## src/rtl/led_pkg.sv

```systemverilog
// Shared encodings for the LED pattern sequencer: FSM states, step direction,
// pattern modes and config-slave register addresses.
package led_pkg;

    typedef enum logic [2:0] {
        ST_IDLE,
        ST_WRITE,
        ST_WAIT,
        ST_STEP,
        ST_CLEAR
    } state_e;

    typedef enum logic {
        DIR_LEFT  = 1'b0,
        DIR_RIGHT = 1'b1
    } dir_e;

    localparam logic [1:0] MODE_STATIC = 2'd0;
    localparam logic [1:0] MODE_BLINK  = 2'd1;
    localparam logic [1:0] MODE_ROTATE = 2'd2;
    localparam logic [1:0] MODE_BOUNCE = 2'd3;

    localparam logic [1:0] CFG_CTRL    = 2'd0;
    localparam logic [1:0] CFG_PERIOD  = 2'd1;
    localparam logic [1:0] CFG_PATTERN = 2'd2;
    localparam logic [1:0] CFG_STATUS  = 2'd3;

endpackage

```

## src/rtl/led_pattern_next.sv

```systemverilog
// Combinational next-pattern function: given the current LED image, the mode
// and the bounce direction, produce the image and direction for the next step.
module led_pattern_next
    import led_pkg::*;
#(
    parameter int DW = 9
) (
    input  logic [1:0]  i_mode,
    input  logic [DW:0] i_cur,
    input  dir_e        i_dir,
    output logic [DW:0] o_cur,
    output dir_e        o_dir
);

    always_comb begin
        // NOTE: every output gets a default first so no path through the case infers a latch.
        o_cur = i_cur;
        o_dir = i_dir;
        case (i_mode)
            MODE_STATIC: o_cur = i_cur;
            MODE_BLINK:  o_cur = ~i_cur;
            MODE_ROTATE: o_cur = {i_cur[DW-1:0], i_cur[DW]};
            MODE_BOUNCE: begin
                // Reverse before a lit end bit would fall off, then shift the other way.
                if (i_dir == DIR_LEFT) begin
                    if (i_cur[DW]) begin
                        o_dir = DIR_RIGHT;
                        o_cur = {1'b0, i_cur[DW:1]};
                    end else begin
                        o_cur = {i_cur[DW-1:0], 1'b0};
                    end
                end else begin
                    if (i_cur[0]) begin
                        o_dir = DIR_LEFT;
                        o_cur = {i_cur[DW-1:0], 1'b0};
                    end else begin
                        o_cur = {1'b0, i_cur[DW:1]};
                    end
                end
            end
            default: o_cur = i_cur;
        endcase
    end

endmodule

```

## src/rtl/led_pattern_sequencer.sv

```systemverilog
// Autonomous LED pattern sequencer: CPU-programmed via cfg_* slave, issues
// single-cycle writes to the LED parallel port once per step period.
module led_pattern_sequencer
    import led_pkg::*;
#(
    parameter int               DW      = 9,
    parameter int               CNT_W   = 26,
    parameter logic [CNT_W-1:0] PER_RST = CNT_W'(50_000_000)
) (
    input  logic        clk,
    input  logic        reset,
    input  logic [1:0]  cfg_address,
    input  logic        cfg_chipselect,
    input  logic        cfg_read,
    input  logic        cfg_write,
    input  logic [31:0] cfg_writedata,
    output logic [31:0] cfg_readdata,
    output logic [1:0]  led_address,
    output logic [3:0]  led_byteenable,
    output logic        led_chipselect,
    output logic        led_write,
    output logic [31:0] led_writedata,
    output logic        busy
);

    state_e           r_state;
    state_e           w_state_next;
    logic             r_en;
    logic [1:0]       r_mode;
    logic [CNT_W-1:0] r_period;
    logic [CNT_W-1:0] r_cnt;
    logic [CNT_W-1:0] w_term;
    logic [DW:0]      r_pattern;
    logic [DW:0]      r_cur;
    logic [DW:0]      w_cur_next;
    dir_e             r_dir;
    dir_e             w_dir_next;
    logic [15:0]      r_steps;
    logic             r_reload;
    logic             w_cfg_wr;
    logic             w_cfg_rd;
    logic [31:0]      w_rdata;

    assign w_cfg_wr = cfg_chipselect & cfg_write;
    assign w_cfg_rd = cfg_chipselect & cfg_read;
    assign w_term   = (r_period == '0) ? '0 : r_period - CNT_W'(1);

    always_ff @(posedge clk) begin
        if (reset) begin
            // NOTE: sequential state uses <= so every register samples pre-edge values.
            r_en      <= 1'b0;
            r_mode    <= MODE_STATIC;
            r_period  <= PER_RST;
            r_pattern <= '0;
        end else if (w_cfg_wr) begin
            case (cfg_address)
                CFG_CTRL: begin
                    r_en   <= cfg_writedata[0];
                    r_mode <= cfg_writedata[2:1];
                end
                CFG_PERIOD:  r_period  <= cfg_writedata[CNT_W-1:0];
                CFG_PATTERN: r_pattern <= cfg_writedata[DW:0];
                default: ;
            endcase
        end
    end

    always_comb begin
        w_rdata = '0;
        case (cfg_address)
            CFG_CTRL:    w_rdata = {29'd0, r_mode, r_en};
            CFG_PERIOD:  w_rdata = 32'(r_period);
            CFG_PATTERN: w_rdata = 32'(r_pattern);
            CFG_STATUS:  w_rdata = {r_steps, 15'd0, busy};
            default:     w_rdata = '0;
        endcase
    end

    always_ff @(posedge clk) begin
        if (reset) begin
            cfg_readdata <= '0;
        end else if (w_cfg_rd) begin
            cfg_readdata <= w_rdata;
        end
    end

    always_ff @(posedge clk) begin
        if (reset) begin
            r_state <= ST_IDLE;
        end else begin
            r_state <= w_state_next;
        end
    end

    always_comb begin
        w_state_next = r_state;
        case (r_state)
            ST_IDLE:  if (r_en) w_state_next = ST_WRITE;
            ST_WRITE: w_state_next = r_en ? ST_WAIT : ST_CLEAR;
            ST_WAIT: begin
                // Compare with >= so a shortened PERIOD ends the wait at once.
                if (!r_en)                w_state_next = ST_CLEAR;
                else if (r_cnt >= w_term) w_state_next = ST_STEP;
            end
            ST_STEP:  w_state_next = r_en ? ST_WRITE : ST_CLEAR;
            ST_CLEAR: w_state_next = ST_IDLE;
            default:  w_state_next = ST_IDLE;
        endcase
    end

    led_pattern_next #(.DW(DW)) u_next (
        .i_mode (r_mode),
        .i_cur  (r_cur),
        .i_dir  (r_dir),
        .o_cur  (w_cur_next),
        .o_dir  (w_dir_next)
    );

    always_ff @(posedge clk) begin
        if (reset) begin
            r_cur   <= '0;
            r_dir   <= DIR_LEFT;
            r_cnt   <= '0;
            r_steps <= '0;
        end else begin
            case (r_state)
                ST_IDLE: begin
                    if (r_en) begin
                        r_cur <= r_pattern;
                        r_dir <= DIR_LEFT;
                    end
                end
                ST_WRITE: begin
                    r_steps <= r_steps + 16'd1;
                    r_cnt   <= '0;
                end
                ST_WAIT: r_cnt <= r_cnt + CNT_W'(1);
                ST_STEP: begin
                    if (r_reload) begin
                        r_cur <= r_pattern;
                        r_dir <= DIR_LEFT;
                    end else begin
                        r_cur <= w_cur_next;
                        r_dir <= w_dir_next;
                    end
                end
                default: ;
            endcase
        end
    end

    // A new PATTERN arriving while busy wins over consumption in the same STEP.
    always_ff @(posedge clk) begin
        if (reset) begin
            r_reload <= 1'b0;
        end else if (w_cfg_wr && cfg_address == CFG_PATTERN && r_state != ST_IDLE) begin
            r_reload <= 1'b1;
        end else if (r_state == ST_STEP || r_state == ST_IDLE) begin
            r_reload <= 1'b0;
        end
    end

    assign led_address    = 2'h0;
    assign led_byteenable = 4'hF;
    assign led_write      = (r_state == ST_WRITE) || (r_state == ST_CLEAR);
    assign led_chipselect = led_write;
    assign led_writedata  = (r_state == ST_WRITE) ? 32'(r_cur) : '0;
    assign busy           = (r_state != ST_IDLE);

endmodule

```

## config.mk

```make
export PLATFORM = sky130hd
export DESIGN_NAME = led_pattern_sequencer
export DESIGN_NICKNAME = d
export VERILOG_FILES = /design/src/rtl/led_pkg.sv /design/src/rtl/led_pattern_next.sv /design/src/rtl/led_pattern_sequencer.sv
export SDC_FILE = /design/constraint.sdc
export NUM_CORES = 1
export LEC_CHECK = 0
export CAP_MARGIN = 20
export CORE_MARGIN = 5
export CORE_UTILIZATION = 49
export CTS_CLUSTER_DIAMETER = 80
export DETAILED_ROUTE_END_ITERATION = 6
export HOLD_SLACK_MARGIN = 0.05
export PLACE_DENSITY = 0.77
export SYNTH_ARGS = -nofsm -noshare
export SYNTH_HDL_FRONTEND = slang
export SYNTH_HIERARCHICAL = 1
export SYNTH_SLANG_ARGS = --single-unit
```

## constraint.sdc

```tcl
create_clock -name clk -period 2.9 [get_ports clk]
set_input_delay 0.29 -clock clk [delete_from_list [all_inputs] [get_ports clk]]
set_output_delay 0.29 -clock clk [all_outputs]
set_load 0.05 [all_outputs]
```

Word-level counts from Yosys, hierarchy flattened
Index checks and enable logic that the tools add are counted.
- flip-flop bits (word level): 128
- output and inout port bits: 73
- bits of input ports: 39
- word-level logic and storage cells: 76
- bitwise operators: 3
- $add $sub $neg: 3
- equality and inequality tests: 14
- reductions and logical operators: 18
- muxes and demuxes: 26
- magnitude comparators: 1
- operators by type and width (kind ; count):
    $pmux 32 s4 ; 1
    $mux 10 ; 6
    $pmux 26 s2 ; 1
    $pmux 10 s3 ; 1
    $add 26x1->26 const B ; 1
    $ge 26x26->1 ; 1
    $logic_not 26->1 ; 1
    $mux 26 ; 1
    $sub 26x1->26 const B ; 1
    $pmux 10 s2 ; 1
    $add 16x1->16 const B ; 1
    $mux 3 ; 5
    $pmux 3 s4 ; 1
    $not 10->10 ; 1
    $eq 2x2->1 const B ; 4
    $mux 1 ; 8
    $reduce_and 2->1 ; 4
    $eq 3x2->1 const B ; 2
    $ne 3x3->1 const B ; 2
    $reduce_and 3->1 ; 2
    $reduce_bool 2->1 ; 3
    $eq 2x1->1 const B ; 2
    $logic_not 2->1 ; 2
    $eq 3x1->1 const B ; 1
    9 further kinds ; 12

Depth between registers and ports, before layout
Gate-level depths: netlist of run 1.
- word-level depth: 6
- depth in mapped cells: 13
- depth with buffers taken out: 12

Modules after synthesis
Netlist of run 1, hierarchy kept.
- modules (own cells, without submodules) (module ; times used ; seq. area each (um^2) ; cells each ; area an instance (um^2)):
    led_pattern_sequencer ; 1 ; 2562.5 ; 846 ; 6831.6
    led_pattern_next ; 1 ; 0.0 ; 62 ; 414.1

Least setup slack after synthesis of run 1
Ideal clock, no wire load.
- path kind: flip-flop to flip-flop
- start: register r_period[17]
- end: register r_state[0]
- cell stages (with the launch flop): 12
- path slack: -0.276 ns
- library setup time: 0.087 ns
- data required time: 2.813 ns
- buffers on the path: 0
- period minus slack after synthesis: 3.176 ns
- arrival time: 3.089 ns
- cells stage by stage: dfxtp_1 > or4_1 > or3_4 > or4_4 > nor3_2 > a21oi_1 > ha_1 > and4_1 > nand2_1 > or4_1 > o22a_1 > o31ai_1
- cells in the longest elaborated chain, start to end: 5
- elaborated cells on any way between the ends: 6
- those cells by class: add/sub: 1; order compare: 1; eq/ne: 1; mux: 1; reduce/logical: 2
- ends and longest elaborated chain (element ; RTL line ; RTL):
    from (decl) ; led_pattern_sequencer.sv:30 ; logic [CNT_W-1:0] r_period;
    from (signal assigned) ; led_pattern_sequencer.sv:61 ; CFG_PERIOD: r_period <= cfg_writedata[CNT_W-1:0];
    $sub 26x1->26 / $logic_not 26->1 (equally long branches) ; led_pattern_sequencer.sv:46 ; assign w_term = (r_period == '0) ? '0 : r_period - CNT_W'(1);
    $mux 26 (*) ; led_pattern_sequencer.sv:46 ;
    $ge 26x26->1 (*) ; led_pattern_sequencer.sv:103 ; else if (r_cnt >= w_term) w_state_next = ST_STEP;
    $ne 3x3->1 (no source line) (*) ; n/a ;
    $reduce_and 2->1 (no source line) (*) ; n/a ;
    to (signal assigned) ; led_pattern_sequencer.sv:91 ; r_state <= w_state_next;
    to (decl) ; led_pattern_sequencer.sv:26 ; state_e r_state;
Every way passes the cells marked *; elsewhere a longest branch is shown, timed or not.
A chain may end at the register's enable or synchronous reset.

Worst setup path in the final report of run 1
Ends and elaborated chain as after synthesis.

==> parameters.txt, run 1 <==
Parameter                              Value

Timing
  Final min period ... 3.12 ns
  Rel. slew slack ... between 40% and 50%
  Achievable frequency ... 320 MHz
  Final Worst Setup Slack ... -0.223 ns
  Final hold vios ... 0
  Worst clock skew on the final layout ... 0.00594 ns
  Final cycle utilization of the critical path ... 108%
  Setup Viol. Count Final ... 1
  Fin. max-slew vios ... 0
  RSZ-0062 raised after global routing ... yes
  Slew at the pin closest to its max-slew limit ... roughly 0.89 ns

Synthesis
  Most frequent cells after synthesis ... 143 x sky130_fd_sc_hd__nand2_1, 128 x sky130_fd_sc_hd__dfxtp_1, 105 x sky130_fd_sc_hd__nor2_1
  Most frequent cell after synthesis ... sky130_fd_sc_hd__nand2_1
  Synth Instances ... 908
  Number of warning messages in the yosys log ... 6
  Prevailing post-synth register cell ... sky130_fd_sc_hd__dfxtp_1
  Number of distinct library cell variants in the gate-level netlist after synthesis ... 66
  Synth Area per Inst ... ~8.0 um^2
  Syn Std Cell Area ... around 7200 um^2
  Most area-consuming cells after synthesis ... sky130_fd_sc_hd__dfxtp_1 35%, sky130_fd_sc_hd__nand2_1 7.4%, sky130_fd_sc_hd__nor2_1 5.4%
  Flip-flop and latch count after synthesis ... roughly 130
  Area share of fa/ha/maj cells after synthesis ... 5.18%
  Count of flip-flops with a built-in enable after synthesis ... 0
  Post-synthesis compound-gate area fraction ... 14.3%
  Main combinational cell family by area after synthesis ... simple AND/OR/NAND/NOR gates
  Multiplexer area fraction after synthesis ... about 5.6%
  Simple-Gate Fraction of Synth Area ... 27.1%
  Parity-gate share of the synthesized area counting xor and xnor cells ... about 5.2%
  Library cell occupying the most area in the post-synthesis netlist ... sky130_fd_sc_hd__dfxtp_1
  Ys async rst share ... 0%
  Sequential fraction of the synthesis area ... a little over a third
  Top cell type's share of synthesized area ... 35.4%

Floorplanning
  Area of the core region ... around 15000 um^2
  Initial standard-cell utilization of the core ... approximately half
  X dimension of the die ... around 130 um
  Top-level I/O count ... 112
  Site row count ... 44
  Die outline height ... 132 um
  Die Footprint ... between 15000 and 20000 um^2

Place
  DP Wirelength ... 13400 um
  # port buffers ... slightly below 80
  Setup slack at placement ... -0.343 ns
  Final GP Congestion ... about 0.91

Pwr
  Power share of the clock group ... 49.8%
  Worst ir drop on vdd ... just over 0.4 mV
  Internal power of the cells ... 3.44 mW
  Share of total power in sequential cells ... 40.1%
  Switching power total ... 1.10 mW
  Leakage power ... between 3 and 4 nW
  Switching part of the total ... roughly a quarter
  Overall power ... around 4.5 mW
  Power per standard cell area ... ~500 nW/um^2
  Share of total power in combinational logic ... between 10% and 20%

Clock network
  Clock tree from TritonCTS ... yes
  Clock sink count ... 128
  Clock latency at the later pin of the worst-skew pair ... 0.42 ns
  Number of CTS-inserted buffers ... 17
  Max Buffers Root-to-Sink ... 2
  Hold buffers post-CTS ... 0
  Clock-pin slew reported for the worst setup and hold paths after clock tree synthesis ... 0.06 ns
  # H-tree levels ... 4
  Master cell of the clock root buffer ... sky130_fd_sc_hd__clkbuf_16

Critical path
  Timing startpoint of the critical path ... r_period[17]$_SDFFE_PP1P_
  Maximum fanout encountered on the critical timing path ... 3
  Critical path type ... flip-flop to flip-flop
  Crit path required time ... 3.24 ns
  Startpoint of the most critical register-to-register path ... r_period[17]$_SDFFE_PP1P_
  Timing endpoint of the critical path ... r_state[0]$_SDFFE_PP0P_
  Worst reg-to-reg path cell count ... 11
  Kind of start point of the critical path ... flip-flop
  Critical path data arrival time ... about 3.5 ns
  R2R Setup Slk ... -0.22 ns
  Endpoint of the most critical register-to-register path ... r_state[0]$_SDFFE_PP0P_
  Kind of end point of the critical path ... flip-flop

Final layout
  Share of cells above drive strength 1 ... roughly an eighth
  Total number of nets in the final design ... around 1.1k
  Number of diodes added for antenna fixing ... 0
  Number of filler cells placed in the layout ... between 1k and 1.5k
  Final core utilization ... roughly three fifths
  Area overhead of the layout relative to synthesis ... 23.7%

Global route
  Wire length of the first global-routing pass ... approximately 31000 um
  Global-route total usage across every layer ... approximately a fifth
  Number of global-route vias before repair ... approximately 6.4k
  Pin count of the biggest net entering global routing ... 79
  Number of antenna violations at the first check in global routing ... 0
  Overflow left after global routing ... 0

Route
  Routed wire length per instance ... 15.7 um
  Violation count after the first detailed-routing iteration ... approximately 600
  Number of DRC violations after detailed routing ... 0
  ANT nets after route ... 0
  Average via count per standard cell ... approximately 5.6
  Total vias in the final route ... 6761
  Detailed Route WL ... 18800 um
  Length of the first detailed-routing pass in iterations ... 5

Min path
  Kind of path behind the tightest hold check ... input port to flip-flop

Outcome
  Result of the run ... complete, but fails checks
  Failing checks ... negative setup slack

Run
  # Max-Cap Violations ... 0
-- logic make-up after synthesis --
logic type	after synthesis
xor gates and xnor gates	43
DFF	128
other	2
muxes	37
buffers and inverters	95
adders and majority gates	30
AOI/OAI and AO/OA	163
and+or+nand+nor	410
-- critical path, stage by stage, from the launching register on --
cell	delay, ns
sky130_fd_sc_hd__dfxtp_2	0.32
sky130_fd_sc_hd__or4_4	0.52
sky130_fd_sc_hd__or3_4	0.36
sky130_fd_sc_hd__or4_4	0.50
sky130_fd_sc_hd__nor3_2	0.11
sky130_fd_sc_hd__a21oi_1	0.06
sky130_fd_sc_hd__ha_1	0.30
sky130_fd_sc_hd__and4_4	0.22
sky130_fd_sc_hd__nand2_2	0.06
sky130_fd_sc_hd__or4_1	0.39
sky130_fd_sc_hd__o22a_1	0.17
sky130_fd_sc_hd__o31ai_1	0.05
-- final cells by class --
class	instances	area (um^2)	share of cell area (%)
Multi-Input combinational cell	711	4300	48.0
Sequential cell	128	2560	28.6
Timing Repair Buffer	132	1190	13.3
Clock buffer	23	468	5.22
Tap cell	184	230	2.57
Clock inverter	9	156	1.75
Inverter	12	45.0	0.503
-- routing by layer --
| layer | vias to the layer above | part of all wire (%) | track usage (%) | wire length [um] |
|---|---|---|---|---|
| met5 | - | 0 | 0 | 0 |
| met3 | 30 | 6.6 | 5.28 | 1240 |
| met1 | 3179 | 44 | 28.1 | 8260 |
| li1 | 3327 | - | - | - |
| met2 | 225 | 48 | 34.5 | 9040 |
| met4 | 0 | 1.5 | 6.46 | 279 |
-- cell usage in the layout, fill, tap and decap left out, types with 9 or more instances in the layout --
master,synthesis,routed
sky130_fd_sc_hd__dfxtp_1,128,126
sky130_fd_sc_hd__a31oi_1,9,9
sky130_fd_sc_hd__clkbuf_16,0,17
sky130_fd_sc_hd__mux2i_1,17,17
sky130_fd_sc_hd__nand3_1,23,23
sky130_fd_sc_hd__a211oi_1,16,16
sky130_fd_sc_hd__xnor2_1,17,17
sky130_fd_sc_hd__nand4_1,16,16
sky130_fd_sc_hd__nand3b_1,16,16
sky130_fd_sc_hd__nor4_1,13,13
sky130_fd_sc_hd__nand2_1,143,142
sky130_fd_sc_hd__mux2_2,19,19
sky130_fd_sc_hd__a21oi_1,60,60
sky130_fd_sc_hd__xor2_1,26,26
sky130_fd_sc_hd__ha_1,30,30
sky130_fd_sc_hd__and2_1,13,13
sky130_fd_sc_hd__buf_4,29,55
sky130_fd_sc_hd__conb_1,2,28
sky130_fd_sc_hd__inv_1,11,11
sky130_fd_sc_hd__clkdlybuf4s50_1,0,76
sky130_fd_sc_hd__a22oi_1,26,26
sky130_fd_sc_hd__nor3_1,28,27
sky130_fd_sc_hd__or3_1,11,11
sky130_fd_sc_hd__nor2_1,105,105
sky130_fd_sc_hd__o21ai_0,26,26
-- through the flow --
stage	setup TNS (ns)	cells	instance area (um^2)	hold WS, ns
3_5_place_dp	-0.343	1164	8280	0.459
2_1_floorplan	-0.272	934	7340	0.411
3_3_place_gp	-0.310	1164	8280	0.443
4_1_cts	-0.293	1198	8930	0.139
5_1_grt	-0.370	1199	8960	0.168
6_report	-0.223	1199	8960	0.150
-- how the worst min path moves through the flow --
stage,slack [ns],endpoint,start,cells past startpoint
after floorplan,0.41,r_period[7]$_SDFFE_PP1P_,cfg_writedata[7],2
after global placement,0.44,cfg_readdata[0]$_SDFFE_PP0P_,cfg_readdata[0]$_SDFFE_PP0P_,2
after detailed placement,0.46,cfg_readdata[0]$_SDFFE_PP0P_,cfg_readdata[0]$_SDFFE_PP0P_,2
after CTS,0.14,r_dir$_SDFFE_PP0P_,reset,2
after global routing,0.17,r_cur[5]$_SDFFE_PP0P_,reset,2
final,0.15,r_dir$_SDFFE_PP0P_,reset,2
-- sequential cells by signal, summed over array words and instances, names as in the netlist --
signal	cells
r_cur	10
r_en	1
r_dir	1
r_mode	2
cfg_readdata	32
r_period	26
r_state	3
r_reload	1
r_pattern	10
r_cnt	26
r_steps	16
-- power groups by stage --
stage | clock network [mW] | logic [mW] | registers (mW)
floorplan | 0 | 0.296 | 1.89
global placement | 0 | 0.448 | 1.86
detailed placement | 0 | 0.452 | 1.86
CTS | 2.28 | 0.457 | 1.82
global route | 2.37 | 0.493 | 1.82
finish | 2.26 | 0.459 | 1.82
-- what timing repair did --
item / in CTS / in global routing
buffers inserted: 3 / 1
gates resized for setup: 4 / 5
pin swaps: 8 / 3
cloned: 0 / 0
endpoints found under the setup margin: 3 / 1
(Power assumes the default switching activity.)
==> inputs of run 2 (changes only) <==
--- a/config.mk
+++ b/config.mk
@@ -5,11 +5,13 @@
 export SDC_FILE = /design/constraint.sdc
 export NUM_CORES = 1
 export LEC_CHECK = 0
+export ABC_AREA = 1
 export CAP_MARGIN = 20
 export CORE_MARGIN = 5
-export CORE_UTILIZATION = 49
+export CORE_UTILIZATION = 50
 export CTS_CLUSTER_DIAMETER = 80
 export DETAILED_ROUTE_END_ITERATION = 6
+export GPL_TIMING_DRIVEN = 0
 export HOLD_SLACK_MARGIN = 0.05
 export PLACE_DENSITY = 0.77
 export SYNTH_ARGS = -nofsm -noshare
==> parameters.txt, run 2 <==
Parameter                              Value

Outcome
  Result of the run ... finished, final reports clean

Floorplanning
  Site row count ... 45
  Die outline height ... 134 um
  Die Footprint ... roughly 18000 um^2
  X dimension of the die ... between 100 and 150 um
  Area of the core region ... 15200 um^2
  Top-level I/O count ... 112
  Initial standard-cell utilization of the core ... around half

Route
  Average via count per standard cell ... 5.35
  Violation count after the first detailed-routing iteration ... around 840
  Number of DRC violations after detailed routing ... 0
  Detailed Route WL ... about 24000 um
  Total vias in the final route ... ~8k
  ANT nets after route ... 0
  Routed wire length per instance ... 15.5 um
  Length of the first detailed-routing pass in iterations ... 6

Min path
  Hold Path Depth ... 3
  Hold path startpoint ... cfg_writedata[14]
  Capture endpoint of the worst hold path ... r_period[14]$_SDFFE_PP1P_
  Kind of path behind the tightest hold check ... input port to flip-flop

Clock network
  Hold buffers post-CTS ... 0
  Clock sink count ... approximately 130
  Clock tree from TritonCTS ... yes
  Number of CTS-inserted buffers ... 17
  # H-tree levels ... 4
  Clock-pin slew reported for the worst setup and hold paths after clock tree synthesis ... approximately 0.060 ns
  Master cell of the clock root buffer ... sky130_fd_sc_hd__clkbuf_16
  Max Buffers Root-to-Sink ... 2
  Clock latency at the later pin of the worst-skew pair ... roughly 0.43 ns

Final layout
  Number of filler cells placed in the layout ... between 1k and 1.5k
  Area of the multi-input gates ... between 4000 and 5000 um^2
  Total non-filler cell area in the finished layout ... ~9400 um^2
  Register cell area after layout ... approximately 2600 um^2
  Commonest cells after routing, fill and taps aside ... 301 x sky130_fd_sc_hd__nand2_1, 153 x sky130_fd_sc_hd__nor2_1, 137 x sky130_fd_sc_hd__inv_1
  Total number of nets in the final design ... ~1.4k
  Number of diodes added for antenna fixing ... 0
  Share of cells above drive strength 1 ... about a tenth
  Area overhead of the layout relative to synthesis ... 21.9%
  Flip-flop count of the largest register, all copies and words added ... 32
  Register with the highest flop count ... cfg_readdata
  Regs by FF count ... cfg_readdata x32, r_cnt x26, r_period x26
  Most frequent standard cell in the layout excluding fill and tap cells ... sky130_fd_sc_hd__nand2_1

Synthesis
  Library cell occupying the most area in the post-synthesis netlist ... sky130_fd_sc_hd__dfxtp_1
  Number of warning messages in the yosys log ... 6
  Flip-flop and latch count after synthesis ... ~130
  Top cell type's share of synthesized area ... 33.1%
  Prevailing post-synth register cell ... sky130_fd_sc_hd__dfxtp_1
  Multiplexer area fraction after synthesis ... 0%
  Count of flip-flops with a built-in enable after synthesis ... 0
  Most area-consuming cells after synthesis ... sky130_fd_sc_hd__dfxtp_1 33%, sky130_fd_sc_hd__nand2_1 15%, sky130_fd_sc_hd__nor2_1 7.5%
  Most frequent cell after synthesis ... sky130_fd_sc_hd__nand2_1
  Post-synthesis compound-gate area fraction ... 16.3%
  Number of distinct library cell variants in the gate-level netlist after synthesis ... 42
  Syn Std Cell Area ... approximately 7700 um^2
  Main combinational cell family by area after synthesis ... simple AND/OR/NAND/NOR gates
  Ys async rst share ... 0%
  Sequential fraction of the synthesis area ... 33.1%
  Parity-gate share of the synthesized area counting xor and xnor cells ... less than 1%
  Synth Instances ... about 1.2k
  Most frequent cells after synthesis ... 302 x sky130_fd_sc_hd__nand2_1, 155 x sky130_fd_sc_hd__nor2_1, 138 x sky130_fd_sc_hd__inv_1
  Area share of fa/ha/maj cells after synthesis ... slightly below 5%
  Simple-Gate Fraction of Synth Area ... about a third
  Synth Area per Inst ... 6.46 um^2

Critical path
  Timing startpoint of the critical path ... r_state[0]$_SDFFE_PP0P_
  Startpoint of the most critical register-to-register path ... r_period[0]$_SDFFE_PP0P_
  Worst reg-to-reg path cell count ... 18
  R2R Setup Slk ... approximately 0.15 ns
  Crit path required time ... roughly 2.6 ns
  Maximum fanout encountered on the critical timing path ... 19
  Critical path type ... flip-flop to output pin
  Endpoint of the most critical register-to-register path ... r_state[0]$_SDFFE_PP0P_
  Critical path data arrival time ... between 2 and 3 ns
  Kind of start point of the critical path ... flip-flop
  Kind of end point of the critical path ... output pin

Global route
  Number of antenna violations at the first check in global routing ... 0
  Global-route total usage across every layer ... about a quarter
  Number of global-route vias before repair ... ~7.5k
  Wire length of the first global-routing pass ... between 30000 and 40000 um
  Pin count of the biggest net entering global routing ... 20
  Overflow left after global routing ... 0

Timing
  Slew at the pin closest to its max-slew limit ... roughly 0.85 ns
  Final cycle utilization of the critical path ... 97.1%
  Final min period ... 2.82 ns
  Fin. max-slew vios ... 0
  Final Worst Setup Slack ... roughly 0.084 ns
  Final hold vios ... 0
  Rel. slew slack ... a little over two fifths
  Worst clock skew on the final layout ... approximately 0.0082 ns
  RSZ-0062 raised after global routing ... yes
  Setup Viol. Count Final ... 0
  Achievable frequency ... 355 MHz

Place
  Setup slack at placement ... -0.0899 ns
  Cell area after placement ... about 9000 um^2
  DP Wirelength ... between 15000 and 20000 um
  Final GP Congestion ... 0.970
  # port buffers ... between 70 and 80

Pwr
  Power per standard cell area ... about 470 nW/um^2
  Worst ir drop on vdd ... 0.416 mV
  Leakage power ... a little under 4 nW

Run
  # Max-Cap Violations ... 0
run 2: cell types whose count changed in the layout (fill, tap and decap cells not counted), sizes merged, moves of 17 or more:
cell	before	now
mux2i	17	0
xnor2	17	0
nor2	105	170
a21oi	60	82
mux2	19	0
nand3	23	72
inv	11	156
nand2	145	305
a22oi	26	6
xor2	26	6
o21ai	27	82
run 2: how the worst max path moves through the flow:
stage,endpoint
6_report,led_writedata[4]
2_1_floorplan,r_state[0]$_SDFFE_PP0P_
3_3_place_gp,led_write
5_1_grt,r_state[0]$_SDFFE_PP0P_
3_5_place_dp,led_write
4_1_cts,r_state[0]$_SDFFE_PP0P_
run 2: cell families after synthesis:
logic type	Yosys count
compound gates	224
xor+xnor	6
flops	128
other cells	2
buf+inv	216
simple gates	592
fa+ha+maj	30
run 2: routing by layer:
| metal | share of wire (%) | global-route usage [%] | wire [um] | vias up |
|---|---|---|---|---|
| li1 | - | - | - | 4099 |
| met1 | 45 | 36.0 | 10700 | 3644 |
| met2 | 45 | 41.5 | 10600 | 356 |
| met3 | 7.8 | 5.10 | 1850 | 44 |
| met4 | 2.4 | 8.60 | 557 | 0 |
| met5 | 0 | 0 | 0 | - |
run 2: per-stage QoR:
stage	hold slack (ns)	total power, mW	cells	TNS (ns)	utilization [%]
after floorplan	0.416	2.28	1224	0	-
after global placement	0.431	2.46	1488	-0.0801	58.1
after detailed placement	0.444	2.46	1488	-0.148	58.1
after CTS	0.418	4.40	1519	0	61.7
after global routing	0.454	4.54	1522	-0.0487	62.1
final	0.425	4.41	1522	0	62.1
run 2: repair_timing:
item / in CTS / in global routing
setup endpoints to repair: 13 / 2
pin swaps: 1 / 1
gates resized for setup: 2 / 11
setup buffers: 1 / 3
run 2: cell type report:
| type | instances | area share, % |
|---|---|---|
| Buffer | 64 | 3.95 |
| Multi-Input combinational cell | 880 | 46.3 |
| Clock buffer | 17 | 4.51 |
| Inverter | 151 | 6.01 |
| Sequential cell | 128 | 27.2 |
| Clock inverter | 14 | 1.17 |
| Tap cell | 188 | 2.49 |
| Timing Repair Buffer | 80 | 8.41 |
run 2: report_power, final:
part | switching [mW] | internal (mW)
clock | 0.872 | 1.10
sequential | 0.0459 | 1.80
combinational | 0.410 | 0.190
total | 1.33 | 3.08
run 2: worst max-delay path, stage by stage, from the launching register on:
cell and delay (ns):
sky130_fd_sc_hd__dfxtp_1 0.42, sky130_fd_sc_hd__inv_2 0.07, sky130_fd_sc_hd__nor3_4 0.20, sky130_fd_sc_hd__inv_1 0.10, sky130_fd_sc_hd__buf_2 0.28, sky130_fd_sc_hd__nor2_1 0.18, sky130_fd_sc_hd__clkdlybuf4s50_1 0.85
==> inputs of run 3 (changes only) <==
--- a/config.mk
+++ b/config.mk
@@ -8,12 +8,13 @@
 export ABC_AREA = 1
 export CAP_MARGIN = 20
 export CORE_MARGIN = 5
-export CORE_UTILIZATION = 50
+export CORE_UTILIZATION = 51
+export CTS_BUF_LIST = sky130_fd_sc_hd__clkbuf_8
 export CTS_CLUSTER_DIAMETER = 80
 export DETAILED_ROUTE_END_ITERATION = 6
 export GPL_TIMING_DRIVEN = 0
 export HOLD_SLACK_MARGIN = 0.05
-export PLACE_DENSITY = 0.77
+export PLACE_DENSITY = 0.79
 export SYNTH_ARGS = -nofsm -noshare
 export SYNTH_HDL_FRONTEND = slang
 export SYNTH_HIERARCHICAL = 1
==> parameters.txt, run 3 (synthesis results as in run 2) <==
Parameter                              Value

Floorplanning
  Site row count ... 45
  Die outline height ... about 130 um
  X dimension of the die ... between 100 and 150 um
  Initial standard-cell utilization of the core ... between 50% and 60%
  Top-level I/O count ... 112
  Area of the core region ... 15000 um^2
  Die Footprint ... 17700 um^2

Global route
  Number of global-route vias before repair ... between 7k and 8k
  Wire length of the first global-routing pass ... between 30000 and 40000 um
  Pin count of the biggest net entering global routing ... 20
  Global-route total usage across every layer ... about a quarter
  Overflow left after global routing ... 0
  Number of antenna violations at the first check in global routing ... 0

Final layout
  Commonest cells after routing, fill and taps aside ... 301 x sky130_fd_sc_hd__nand2_1, 149 x sky130_fd_sc_hd__nor2_1, 136 x sky130_fd_sc_hd__inv_1
  Area of the multi-input gates ... roughly 4400 um^2
  Total number of nets in the final design ... between 1k and 1.5k
  Most frequent standard cell in the layout excluding fill and tap cells ... sky130_fd_sc_hd__nand2_1
  Area overhead of the layout relative to synthesis ... 20.6%
  Number of filler cells placed in the layout ... between 1k and 1.5k
  Register cell area after layout ... approximately 2600 um^2
  Number of diodes added for antenna fixing ... 0
  Flip-flop count of the largest register, all copies and words added ... 32
  Regs by FF count ... cfg_readdata x32, r_cnt x26, r_period x26
  Share of cells above drive strength 1 ... a little over a tenth
  Register with the highest flop count ... cfg_readdata
  Final Instance Count excl. Fillers ... roughly 1.5k

Place
  DP Wirelength ... around 18000 um
  Placed Instances ... ~1.5k
  Final GP Congestion ... around 0.97
  # port buffers ... 76

Critical path
  Maximum fanout encountered on the critical timing path ... 19
  Cell family contributing the most delay on the critical path ... buffers and inverters
  Crit path required time ... ~2.6 ns
  CP max stage delay ... between 0.8 and 0.9 ns
  Cell Chain, Critical Path ... inv_2 -> nor3_4 -> inv_1 -> buf_2 -> nor2_1 -> clkdlybuf4s50_1
  Critical path type ... flip-flop to output pin
  Sum of buffers and inverters on the critical path ... 4
  Kind of start point of the critical path ... flip-flop
  Kind of end point of the critical path ... output pin
  Cell with the largest stage delay on the worst path ... sky130_fd_sc_hd__clkdlybuf4s50_1
  Critical path data arrival time ... approximately 2.5 ns

Clock network
  Clock sink count ... about 130
  Clock latency at the later pin of the worst-skew pair ... around 0.47 ns
  Clock-pin slew reported for the worst setup and hold paths after clock tree synthesis ... approximately 0.090 ns
  # H-tree levels ... 4
  Number of CTS-inserted buffers ... 17
  Master cell of the clock root buffer ... sky130_fd_sc_hd__clkbuf_8
  Max Buffers Root-to-Sink ... 2
  Clock tree from TritonCTS ... yes

Timing
  Achievable frequency ... ~360 MHz
  RSZ-0062 raised after global routing ... yes
  Slew at the pin closest to its max-slew limit ... 0.734 ns
  Fin. max-slew vios ... 0
  Setup Viol. Count Final ... 0
  Rel. slew slack ... between 50% and 60%
  Final cycle utilization of the critical path ... 96.3%
  Final min period ... ~2.8 ns
  Worst clock skew on the final layout ... approximately 0.014 ns
  Final hold vios ... 0
  Worst hold margin ... between 0.4 and 0.5 ns

Pwr
  Leakage power ... 3.92 nW
  Worst ir drop on vdd ... 0.449 mV
  Power per standard cell area ... between 400 and 500 nW/um^2

Route
  ANT nets after route ... 0
  Violation count after the first detailed-routing iteration ... 869
  Length of the first detailed-routing pass in iterations ... 6
  Detailed Route WL ... ~23000 um
  Routed wire length per instance ... between 15 and 20 um
  Total vias in the final route ... between 8k and 9k
  Average via count per standard cell ... roughly 5.4
  Number of DRC violations after detailed routing ... 0

Min path
  Kind of path behind the tightest hold check ... input port to flip-flop

Outcome
  Result of the run ... finished, final reports clean

Run
  # Max-Cap Violations ... 0
[run 3: changes by cell type in the layout (fill, tap and decap cells not counted), moves of 2 or more]
cell and change:
sky130_fd_sc_hd__clkbuf_8 +18, sky130_fd_sc_hd__clkbuf_16 -17, sky130_fd_sc_hd__nor2_2 +3, sky130_fd_sc_hd__inv_8 +6, sky130_fd_sc_hd__buf_4 +3, sky130_fd_sc_hd__clkinvlp_4 -3
sky130_fd_sc_hd__nor2_1 -4, sky130_fd_sc_hd__clkinv_2 -2, sky130_fd_sc_hd__clkdlybuf4s50_1 -4, sky130_fd_sc_hd__dlymetal6s2s_1 +3
[run 3: metrics by stage]
stage	utilization [%]	setup TNS, ns	area, um^2	worst slack, ns	total power [mW]
after global placement	58.8	-0.128	8830	-0.106	2.45
after CTS	61.5	0	9250	0.00151	3.95
after detailed placement	58.8	-0.320	8830	-0.126	2.46
after global routing	62.1	-0.0556	9340	-0.0556	4.11
after floorplan	-	0	7840	0.538	2.28
final	62.1	0	9340	0.108	3.98
[run 3: cell type report]
type                       count  area share, %
clock buffer                  18           2.65
buffer                        64           3.99
multi-input combinational    880           47.1
timing repair buffer          82           8.71
clock inverter                14           1.46
sequential                   128           27.5
inverter                     151           6.07
tap                          188           2.52
[run 3: worst paths after layout]
| path | startpoint | endpoint | slack [ns] | cells past startpoint |
|---|---|---|---|---|
| max | r_state[0]$_SDFFE_PP0P_ | led_writedata[9] | 0.11 | 6 |
| min | cfg_writedata[17] | r_period[17]$_SDFFE_PP1P_ | 0.40 | 3 |
| max reg2reg | r_period[14]$_SDFFE_PP1P_ | r_state[0]$_SDFFE_PP0P_ | 0.16 | 19 |
| min reg2reg | r_en$_SDFFE_PP0P_ | r_state[2]$_SDFFE_PP0P_ | 0.45 | 1 |
[run 3: power by group]
group	internal (mW)	switching [mW]
Sequential	1.80	0.0456
Clock	0.663	0.864
Combinational	0.197	0.411
Total	2.66	1.32
[run 3: routing by layer]
layer  up-vias  track usage, %  part of all wire (%)
met5         -               0                     0
met4         0            8.69                   3.1
met3        63            6.04                   8.9
met2       378            42.0                    45
met1      3716            34.4                    43
li1       4104               -                     -
[run 3: worst register-to-register path, delay by kind of cell (launching register included)]
family	cells	cell delay (ns)
and+or+nand+nor	13	1.42
buffers and inverters	4	0.41
DFF	1	0.40
adders and majority gates	1	0.26
AOI/OAI and AO/OA	1	0.15
[run 3: repair_timing]
item                       in CTS  in global routing
pin swaps                       3                  3
hold buffers                    0                  0
setup buffers                   4                  2
gates resized for setup         4                 22
cloned                          0                  0
setup endpoints to repair      13                  5
==> RTL edit (config.mk and constraints of run 1) <==
`DW` is set to 9 in 2 places; all go to 10.
--- a/src/rtl/led_pattern_next.sv
+++ b/src/rtl/led_pattern_next.sv
@@ -5,3 +5,3 @@
 #(
-    parameter int DW = 9
+    parameter int DW = 10
 ) (
--- a/src/rtl/led_pattern_sequencer.sv
+++ b/src/rtl/led_pattern_sequencer.sv
@@ -5,3 +5,3 @@
 #(
-    parameter int               DW      = 9,
+    parameter int               DW      = 10,
     parameter int               CNT_W   = 26,
Formal check against the unedited RTL: not equivalent (a bounded check fails within 4 cycles, from zero or initial values and one cycle with reset high).
==> RTL edit against run 1 <==
  * The flow still finishes with violations (negative setup slack)
  * Routed wire length up 7.2%
  * Sequential cell count up 2
  * Final area up 3.1%
  * Synthesized area up 3.0%
  * Combinational power up 4%
  * Maximum frequency up 2.5%
  * Setup slack better by 75 ps
  * Power up 2.6%
  * Critical path type unchanged
  * Highest routed layer unchanged
==> RTL edit: results (changes against run 1) <==
Run status
  – Status: complete, but fails checks (unchanged)
  – Failing checks: negative setup slack (unchanged)

STA
  – Final setup viols: 1 (unchanged)
  – Layout Skew: 7.54 ps (was 5.94 ps)
  – Setup Total Neg Slack: -148 ps (was -223 ps)
  – Hold Slack: 162 ps (was 150 ps)
  – Worst-Margin Slew: 656 ps (was 891 ps)
  – Final worst setup slack: -148 ps (was -223 ps)

Place
  – GPL Wtd Cong: 0.937 (was 0.907)
  – Place WS: -270 ps (was -343 ps)
  – Port bufs: 78 (was 77)

Global route
  – First-pass GRT wire length: 33,300 µm (was 31,400 µm)
  – GR Layer Usage met1: 30.8% (was 28.1%)
  – Met2 usage: 34.5% (about the same)
  – Largest net degree at the start of global routing: 65 (was 79)
  – Met3 Use GR: 5.97% (was 5.28%)
  – GRT Overall Usage: 22.7% (was 21.3%)

Cells and area
  – Share of layout cells above drive strength 1: 13.1% (was 12.7%)
  – # fillers: 1,292 (was 1,283)
  – Nets: 1,094 (was 1,071)
  – Inserted Diodes: 0 (unchanged)

Routing
  – DR iter-0 viols: 708 (was 601)
  – Total Wirelength: 20,200 µm (was 18,800 µm)
  – Via count: 7,085 (was 6,761)

Clock network
  – H-tree Lvls: 4 (unchanged)
  – CTS Buffer Depth: 2 (unchanged)

Synthesis
  – Ranking of synthesized cells by area: dfxtp_1 35%, nand2_1 6.7%, nor2_1 5.9%, ha_1 5.0%, a21oi_1 3.9% (was dfxtp_1 35%, nand2_1 7.4%, nor2_1 5.4%, ha_1 5.2%, a21oi_1 4.1%)
  – Post-synthesis cell type count: 64 (was 66)
  – Sequential area share after synthesis: 34.9% (was 35.4%)

Worst setup path
  – Arr. time, crit path: 3390 ps (was 3460 ps)
  – RR Startpoint: r_period[16] (was r_period[17])
  – Reg2Reg Depth: 12 (was 11)
  – CP max FO: 4 (was 3)

Power
  – Total combinational power: 476 µW (was 459 µW)
  – Worst VDD drop: 0.383 mV (was 0.407 mV)
  – Leak: 3.53 nW (was 3.43 nW)
  – Sw frac: 25.7% (was 24.2%)

Worst hold path
  – Hold worst-path end: r_state[2] (was r_dir)
  – Hold depth: 4 (was 2)
[RTL edit: metrics by stage]
| step | utilization (%) | power (mW) | cells | instance area [µm²] |
|---|---|---|---|---|
| after floorplan | - | 2.23 | 958 | 7610 |
| after global placement | 56.7 | 2.35 | 1192 | 8560 |
| after detailed placement | 56.7 | 2.35 | 1192 | 8560 |
| after CTS | 61.2 | 4.66 | 1226 | 9230 |
| after global routing | 61.2 | 4.80 | 1226 | 9240 |
| final | 61.2 | 4.65 | 1226 | 9240 |
[RTL edit: cell type report]
cell class	instances	area [µm²]	area share, %
Clock buffer	18	439	4.75
Clock inverter	14	201	2.18
Inverter	12	45.0	0.487
Multi-Input combinational cell	728	4500	48.7
Sequential cell	130	2610	28.2
Tap cell	188	235	2.55
Timing Repair Buffer	136	1210	13.1
[RTL edit: kinds of logic (layout without fill, tap and decap cells)]
logic type | count (synthesis) | after routing | share of synthesized area [%]
and+or+nand+nor | 427 | 427 | 27.4
AOI/OAI and AO/OA | 164 | 164 | 15.1
DFF | 130 | 130 | 34.9
buffers and inverters | 100 | 180 | 7.03
xor gates and xnor gates | 41 | 41 | 4.81
muxes | 39 | 39 | 5.65
adders and majority gates | 30 | 30 | 5.03
other | 2 | 27 | 0.101
[RTL edit: worst max-delay path, cell delays in order, from the launching register on]
cell and delay, ps:
dfxtp_2 310, or4_4 530, or4_4 510, nor2_4 130, buf_4 140, o21ai_0 70
a32oi_1 170, ha_1 150, and4_4 230, nand2_1 80, or4_1 400, o22a_1 190
o31ai_1 60
[RTL edit: what timing repair did]
action,in CTS,in global routing
pin swaps,5,1
setup endpoints to repair,1,1
setup buffers,2,0
gates resized for setup,3,2
hold buffers,0,0
[RTL edit: layer usage]
metal	wire, µm	vias to the layer above
met5	0	-
met2	9150	286
met3	1570	48
met1	8990	3317
met4	467	0
li1	-	3434
